## config.mk

```make
export PLATFORM = sky130hd
export DESIGN_NAME = fsm_step_ctrl
export DESIGN_NICKNAME = d
export VERILOG_FILES = /design/src/rtl/fsm_step_pkg.sv /design/src/rtl/btn_debounce.sv /design/src/rtl/fsm_step_ctrl.sv
export SDC_FILE = /design/constraint.sdc
export NUM_CORES = 1
export LEC_CHECK = 0
export ABC_AREA = 0
export BUFFER_PORTS_ARGS = -buffer_cell sky130_fd_sc_hd__buf_2
export CORE_MARGIN = 5
export CORE_UTILIZATION = 30
export DETAILED_ROUTE_END_ITERATION = 7
export GPL_ROUTABILITY_DRIVEN = 0
export SETUP_SLACK_MARGIN = 0.1
export SLEW_MARGIN = 10
export SYNTH_ARGS = -nofsm -noshare
export SYNTH_HDL_FRONTEND = slang
export SYNTH_SLANG_ARGS = --single-unit
export TNS_END_PERCENT = 1
```

## constraint.sdc

```tcl
create_clock -name clk -period 2.4 [get_ports clk]
set_input_delay 0.48 -clock clk [delete_from_list [all_inputs] [get_ports clk]]
set_output_delay 0.48 -clock clk [all_outputs]
set_load 0.05 [all_outputs]
```

## src/rtl/fsm_step_pkg.sv

```systemverilog
// fsm_step_pkg: shared types and default timing constants for the step sequencer
package fsm_step_pkg;
    typedef enum logic [1:0] {IDLE, LOAD, STEP, CAPTURE} ctrl_state_t;
    localparam int FSM_STATE_W         = 3;
    localparam int DEF_DEBOUNCE_CYCLES = 1_000_000;
    localparam int DEF_TICK_DIV        = 50_000_000;
endpackage

```

## src/rtl/btn_debounce.sv

```systemverilog
// btn_debounce: 2-FF synchroniser, stable-level filter and rising-edge pulse for one button
module btn_debounce
    import fsm_step_pkg::*;
#(
    parameter int CYCLES = DEF_DEBOUNCE_CYCLES
) (
    input  logic clk,
    input  logic reset,
    input  logic raw,
    output logic level,
    output logic rise
);
    localparam int CW = $clog2(CYCLES + 1);
    logic [1:0]    sync_q, sync_d;
    logic [CW-1:0] cnt_q, cnt_d;
    logic          level_q, level_d, rise_q, rise_d, settled;
    // accept the synchronised level once it has differed from the current one for CYCLES cycles
    always_comb begin
        sync_d  = {sync_q[0], raw};
        settled = (sync_q[1] != level_q) && (cnt_q == CW'(CYCLES - 1));
        cnt_d   = (sync_q[1] == level_q || settled) ? '0 : cnt_q + CW'(1);
        level_d = settled ? sync_q[1] : level_q;
        rise_d  = settled & sync_q[1];
    end
    // state registers, cleared by reset so no stale press survives it
    always_ff @(posedge clk) begin
        if (reset) begin
            sync_q  <= '0;
            cnt_q   <= '0;
            level_q <= 1'b0;
            rise_q  <= 1'b0;
        end else begin
            sync_q  <= sync_d;
            cnt_q   <= cnt_d;
            level_q <= level_d;
            rise_q  <= rise_d;
        end
    end
    assign level = level_q;
    assign rise  = rise_q;
endmodule

```

## src/rtl/fsm_step_ctrl.sv

```systemverilog
// fsm_step_ctrl: steps/preloads the board FSM from buttons or an auto tick and records its outputs
module fsm_step_ctrl
    import fsm_step_pkg::*;
#(
    parameter int DEBOUNCE_CYCLES = DEF_DEBOUNCE_CYCLES,
    parameter int TICK_DIV        = DEF_TICK_DIV,
    parameter int HIST_W          = 8,
    parameter int CNT_W           = 16
) (
    input  logic                   clk,
    input  logic                   reset,
    input  logic                   btn_step,
    input  logic                   btn_load,
    input  logic                   mode_auto,
    input  logic                   fsm_out,
    input  logic [FSM_STATE_W-1:0] fsm_state,
    output logic                   step_en,
    output logic                   fsm_load,
    output logic [HIST_W-1:0]      history,
    output logic [CNT_W-1:0]       step_count,
    output logic [FSM_STATE_W-1:0] last_state,
    output logic                   busy
);
    localparam int TW = $clog2(TICK_DIV);
    logic                   step_rise, load_rise, tick, step_req;
    logic [1:0]             mode_q, mode_d;
    logic [TW-1:0]          tick_q, tick_d;
    ctrl_state_t            state_q, state_d;
    logic [HIST_W-1:0]      hist_q, hist_d;
    logic [CNT_W-1:0]       cnt_q, cnt_d;
    logic [FSM_STATE_W-1:0] last_q, last_d;

    btn_debounce #(.CYCLES(DEBOUNCE_CYCLES)) u_step (
        .clk(clk), .reset(reset), .raw(btn_step), .level(), .rise(step_rise)
    );
    btn_debounce #(.CYCLES(DEBOUNCE_CYCLES)) u_load (
        .clk(clk), .reset(reset), .raw(btn_load), .level(), .rise(load_rise)
    );

    // mode sync, auto tick, sequencer transitions and capture; load wins over a same-cycle step
    always_comb begin
        mode_d   = {mode_q[0], mode_auto};
        tick     = mode_q[1] && (tick_q == TW'(TICK_DIV - 1));
        tick_d   = (!mode_q[1] || tick) ? '0 : tick_q + TW'(1);
        step_req = mode_q[1] ? tick : step_rise;
        state_d  = (state_q == IDLE) ? (load_rise ? LOAD : step_req ? STEP : IDLE)
                 : (state_q == STEP) ? CAPTURE : IDLE;
        hist_d   = (state_q == LOAD) ? '0
                 : (state_q == CAPTURE) ? {hist_q[HIST_W-2:0], fsm_out} : hist_q;
        cnt_d    = (state_q == LOAD) ? '0
                 : (state_q == CAPTURE && cnt_q != '1) ? cnt_q + CNT_W'(1) : cnt_q;
        last_d   = (state_q == LOAD) ? '0 : (state_q == CAPTURE) ? fsm_state : last_q;
    end

    // registers; reset aborts any step or load in flight
    always_ff @(posedge clk) begin
        if (reset) begin
            mode_q  <= '0;
            tick_q  <= '0;
            state_q <= IDLE;
            hist_q  <= '0;
            cnt_q   <= '0;
            last_q  <= '0;
        end else begin
            mode_q  <= mode_d;
            tick_q  <= tick_d;
            state_q <= state_d;
            hist_q  <= hist_d;
            cnt_q   <= cnt_d;
            last_q  <= last_d;
        end
    end

    assign step_en    = (state_q == STEP);
    assign fsm_load   = (state_q == LOAD);
    assign busy       = (state_q != IDLE);
    assign history    = hist_q;
    assign step_count = cnt_q;
    assign last_state = last_q;
endmodule

```

# Word-level counts from Yosys, hierarchy flattened
# Index checks and enable logic that the tools add are counted.
# classes
n_addsub	4
eq_ne	11
muxes	5
n_bitwise	2
reduce_logical	14
# op_table
operator	n
20-bit by 1-bit adder with 20-bit output, second input constant	2
20-bit == test, second input constant	2
26-bit by 1-bit adder with 26-bit output, second input constant	1
26-bit == test, second input constant	1
16-bit by 1-bit adder with 16-bit output, second input constant	1
16-bit != test, second input constant	1
2-bit two-way mux	4
2-bit OR reduction	4
2-bit == test, second input constant	2
1-bit logical AND	4
1-bit logical OR	3
1-bit bitwise AND	2
1-bit == test	2
2-bit by 1-bit == test with 1-bit output, second input constant	1
2-bit zero test	1
1-bit != test	2
2-bit nonzero test	1
1-bit zero test	1
1-bit two-way mux	1
# word_totals
reg_bits	105
in_bits	9
output_inout_bits	30

# Logic depth before layout (Yosys ltp)
# logic_depth
word_depth	6
mapped_depth	7

# By module
# Synthesis repeated with hierarchy kept, for this count alone.
# hier_totals
cells_unflattened	557
hier_area_um2	4849.7
# by_module_without_submodules
mod	instances	cells_per_inst	area_each_um2
fsm_step_ctrl	1	319	2755.1
btn_debounce	2	119	1047.3

# Least setup slack after synthesis
# Ideal clock, no wire load.
# synth_timing
kind	register -> register
from	register cnt_q[1], in the netlist step_count[1]
to	register cnt_q[2], in the netlist step_count[2]
setup_time_ps	70
t_arrival_ps	2064
required_time_ps	2330
setup_slack_ps	265
stages_incl_launch_ff	8
period_less_slack_ps	2135
cell_sequence	dfxtp_1 ha_1 nand4_1 nor4_1 clkbuf_1 clkbuf_1 o21ai_0 a21oi_1
# synth_between
elab_chain_len	2
# synth_rtl
element	line	rtl
from (decl)	fsm_step_ctrl.sv:30	logic [CNT_W-1:0] cnt_q, cnt_d;
from (signal assigned)	fsm_step_ctrl.sv:69	cnt_q <= cnt_d;
parallel branches: the longest is 2 deep, another holds 16-bit by 1-bit adder with 16-bit output	n/a	
# Several ways; the timed one is not identified.
# A chain may end at the register's enable or synchronous reset.

# Worst setup path in the final report
# layout_timing
from	register tick_q[0]
to	register tick_q[24]
# layout_between
elab_chain_len	4
# layout_rtl
element	line	rtl
from (decl)	fsm_step_ctrl.sv:27	logic [TW-1:0] tick_q, tick_d;
from (signal assigned)	fsm_step_ctrl.sv:66	tick_q <= tick_d;
parallel branches: the longest is 4 deep, another holds 26-bit by 1-bit adder with 26-bit output	n/a	
# Several ways; the timed one is not identified.

==> summary.md <==
| Metric | Value |
|---|---|
| Crit Path Category | flip-flop to flip-flop |
| Drt initial violations | between 200 and 250 |
| Htree depth | 3 |
| Ys async rst share | 0% |
| CTS resizes | 0 |
| Row count | between 40 and 50 |
| Routed via count | between 4k and 5k |
| Fillers | between 1.5k and 2k |
| Seq/Total Area, Yosys | 44.6% |
| CP Buf/Inv Count | 0 |
| RSZ-0062 raised after global routing | false |
| HP Class | input pin to flip-flop |
| Seq cells post-synth | around 110 |
| Cell mode on critical path | or4_1 |
| Largest net degree at the start of global routing | 29 |
| Mean Syn Cell Area | between 8 and 9 µm² |
| Element type at the critical path start | flip-flop |
| Inserted Diodes | 0 |
| Layout Cells excl Fill | 794 |
| Mapped Area | about 0.0047 mm² |
| Post-route ant nets | 0 |
| GRT overflow | 0 |
| I/O pin count | 39 |
| CTS Buffer Depth | 2 |
| Outcome | finished clean |
| # placed instances | about 780 |
| Initial Util | 30.8% |
| Achievable Freq | between 0.4 and 0.5 GHz |
| Num Clock Sinks | 105 |
| Relative slew slack | 65.9% |
| Initial antenna violation count | 0 |
| WP data required | 2680 ps |
| Post-Syn Nets | 560 |
| LEAKAGE | between 1.5 and 2 nW |
| Least-Margin Pin Slew | 510 ps |
| Vias per inst | 5.08 |
| Layout area overhead | 15.5% |
| Drt drc | 0 |
| Die height | 135 µm |
| Share of layout cells above drive strength 1 | 12.0% |
| Main area contributors after synthesis | dfxtp_1 45%, a21oi_1 4.8%, xnor2_1 4.6% |
| Synth cell types | 44 |
| Fin crit share | 88.9% |
| Endpoints failing setup | 0 |
| Vias in the first global route | approximately 3.7k |
| I/O Buffers | 38 |
| GRT Util Overall | a little over a tenth |
| First-pass GRT wire length | 17.0 mm |
| Core area | 0.0153 mm² |
| Drt wl/cell | 12.5 µm |
| CP Cell Sequence | ha_1 -> nand4_1 -> or4_1 -> or4_1 -> a21oi_1 |
| Worst path arrival time | between 2000 and 2500 ps |
| Top-count cell post-synth | dfxtp_1 |
| Largest area contributor in the netlist | dfxtp_1 |
| CP endpoint kind | flip-flop |
| Min cycle time layout | 2130 ps |
| CTS tree | yes |
| Die area | between 0.015 and 0.02 mm² |
| CTS root buffer | clkbuf_16 |
| Hold Buf Count CTS | 0 |
| Main synth FF type | dfxtp_1 |
| Crit-path max cell delay | about 670 ps |
| Maximum vdd drop | 0.000414 V |
| TNS Setup | 0 ps |
| First-pass iteration count of the detailed router | 4 |
| Die W | 135 µm |
| DRT Wirelength | 9.92 mm |
| CTS clock-pin slew for the worst setup and hold paths | around 70 ps |
| Max-slew violations | 0 |
| Top delay family on crit path | simple AND/OR/NAND/NOR gates |
| Maxcap violations | 0 |
| DP HPWL | 7.10 mm |
| Num CTS Buffers | 9 |
| Post-synth EDFFs | 0 |
| Clock Latency Late Sink | 340 ps |
| Post-synth top cells | 105 x dfxtp_1, 54 x nor2_1, 45 x a21oi_1 |
| Yosys warns | 0 |
| Power Density | between 600 and 700 mW/mm² |
| Post-CTS Setup Bufs | 0 |
| Crit path max fanout | 9 |
| Post-synth top area share | 44.6% |
| Synth Instances | 547 |
| Nets | between 500 and 600 |
| Final hold vios | 0 |
| Clock skew | 8.24 ps |
| Crit-path slowest cell | or4_1 |
## layer usage
layer	up-vias	track usage [%]	part of all wire (%)
met2	60	18.0	47
met4	0	2.91	0.71
met1	1918	13.9	48
li1	2049	-	-
met5	-	0	0
met3	5	2.90	4.4
## final cells by class
cell class / count / area (µm²) / share of cell area (%)
clock buffers: 12 / 246 / 4.53
clock inverters: 4 / 76.3 / 1.40
inverters: 11 / 41.3 / 0.759
multi-input cells: 407 / 2480 / 45.5
flip-flops and latches: 105 / 2100 / 38.6
well taps: 211 / 264 / 4.85
repair buffers: 44 / 235 / 4.32
## power breakdown
group,switching (W),internal [W]
Combinational,0.0000275,0.0000143
Sequential,0.00000345,0.00175
Clock,0.000623,0.000945
## placed cells by master (no fill, tap or decap), drive strengths merged, types with 3 or more instances in the layout
master / n
dfxtp: 105
nor2: 54
a21oi: 45
buf: 44
nand3: 43
nand2: 33
or4: 27
xnor2: 25
o31ai: 21
nand4: 21
or3: 18
o21ai: 17
xor2: 15
and3: 12
nand2b: 12
nor4: 12
clkbuf: 12
inv: 11
nor3: 10
nor2b: 8
and4: 5
or2: 4
o211ai: 4
ha: 4
mux2i: 3
## state kept, by name (all words and copies together) (netlist names)
name / flops
history: 8
u_step.cnt_q: 20
u_step.level: 1
state_q: 2
step_count: 16
mode_q: 2
tick_q: 26
u_load.level: 1
u_load.cnt_q: 20
u_load.sync_q: 2
u_step.rise: 1
u_load.rise: 1
u_step.sync_q: 2
last_state: 3
## worst paths after layout
check / cells after the start / slack, ps / endpoint / startpoint
hold / removal: 2 / 350 / mode_q[0] / mode_auto
setup reg to reg: 5 / 270 / tick_q[24] / tick_q[0]
setup / recovery: 5 / 270 / tick_q[24] / tick_q[0]
hold reg to reg: 1 / 440 / mode_q[1] / mode_q[0]
## per-stage QoR
step                      hold WS, ps  area [µm²]  total power [W]  setup WS (ps)  util (%)
after global routing              358        5440          0.00348            149      35.5
after floorplan                   414        4710          0.00182            265         -
final                             354        5440          0.00336            267      35.5
after CTS                         350        5440          0.00342            277      35.5
after detailed placement          437        5120          0.00183            295      33.4
after global placement            429        5120          0.00183            342      33.4
## cell families (layout without fill, tap and decap cells)
logic type	after synthesis	in the layout	share of synthesized area (%)
XOR/XNOR	40	40	7.44
AO/OA/AOI/OAI	92	92	11.7
adder cells (fa/ha/maj)	4	4	1.06
buffers and inverters	35	71	2.97
AND/OR/NAND/NOR	268	268	31.6
flip-flops	105	105	44.6
multiplexers	3	3	0.637
No activity file was read; power rests on OpenSTA's default activity.
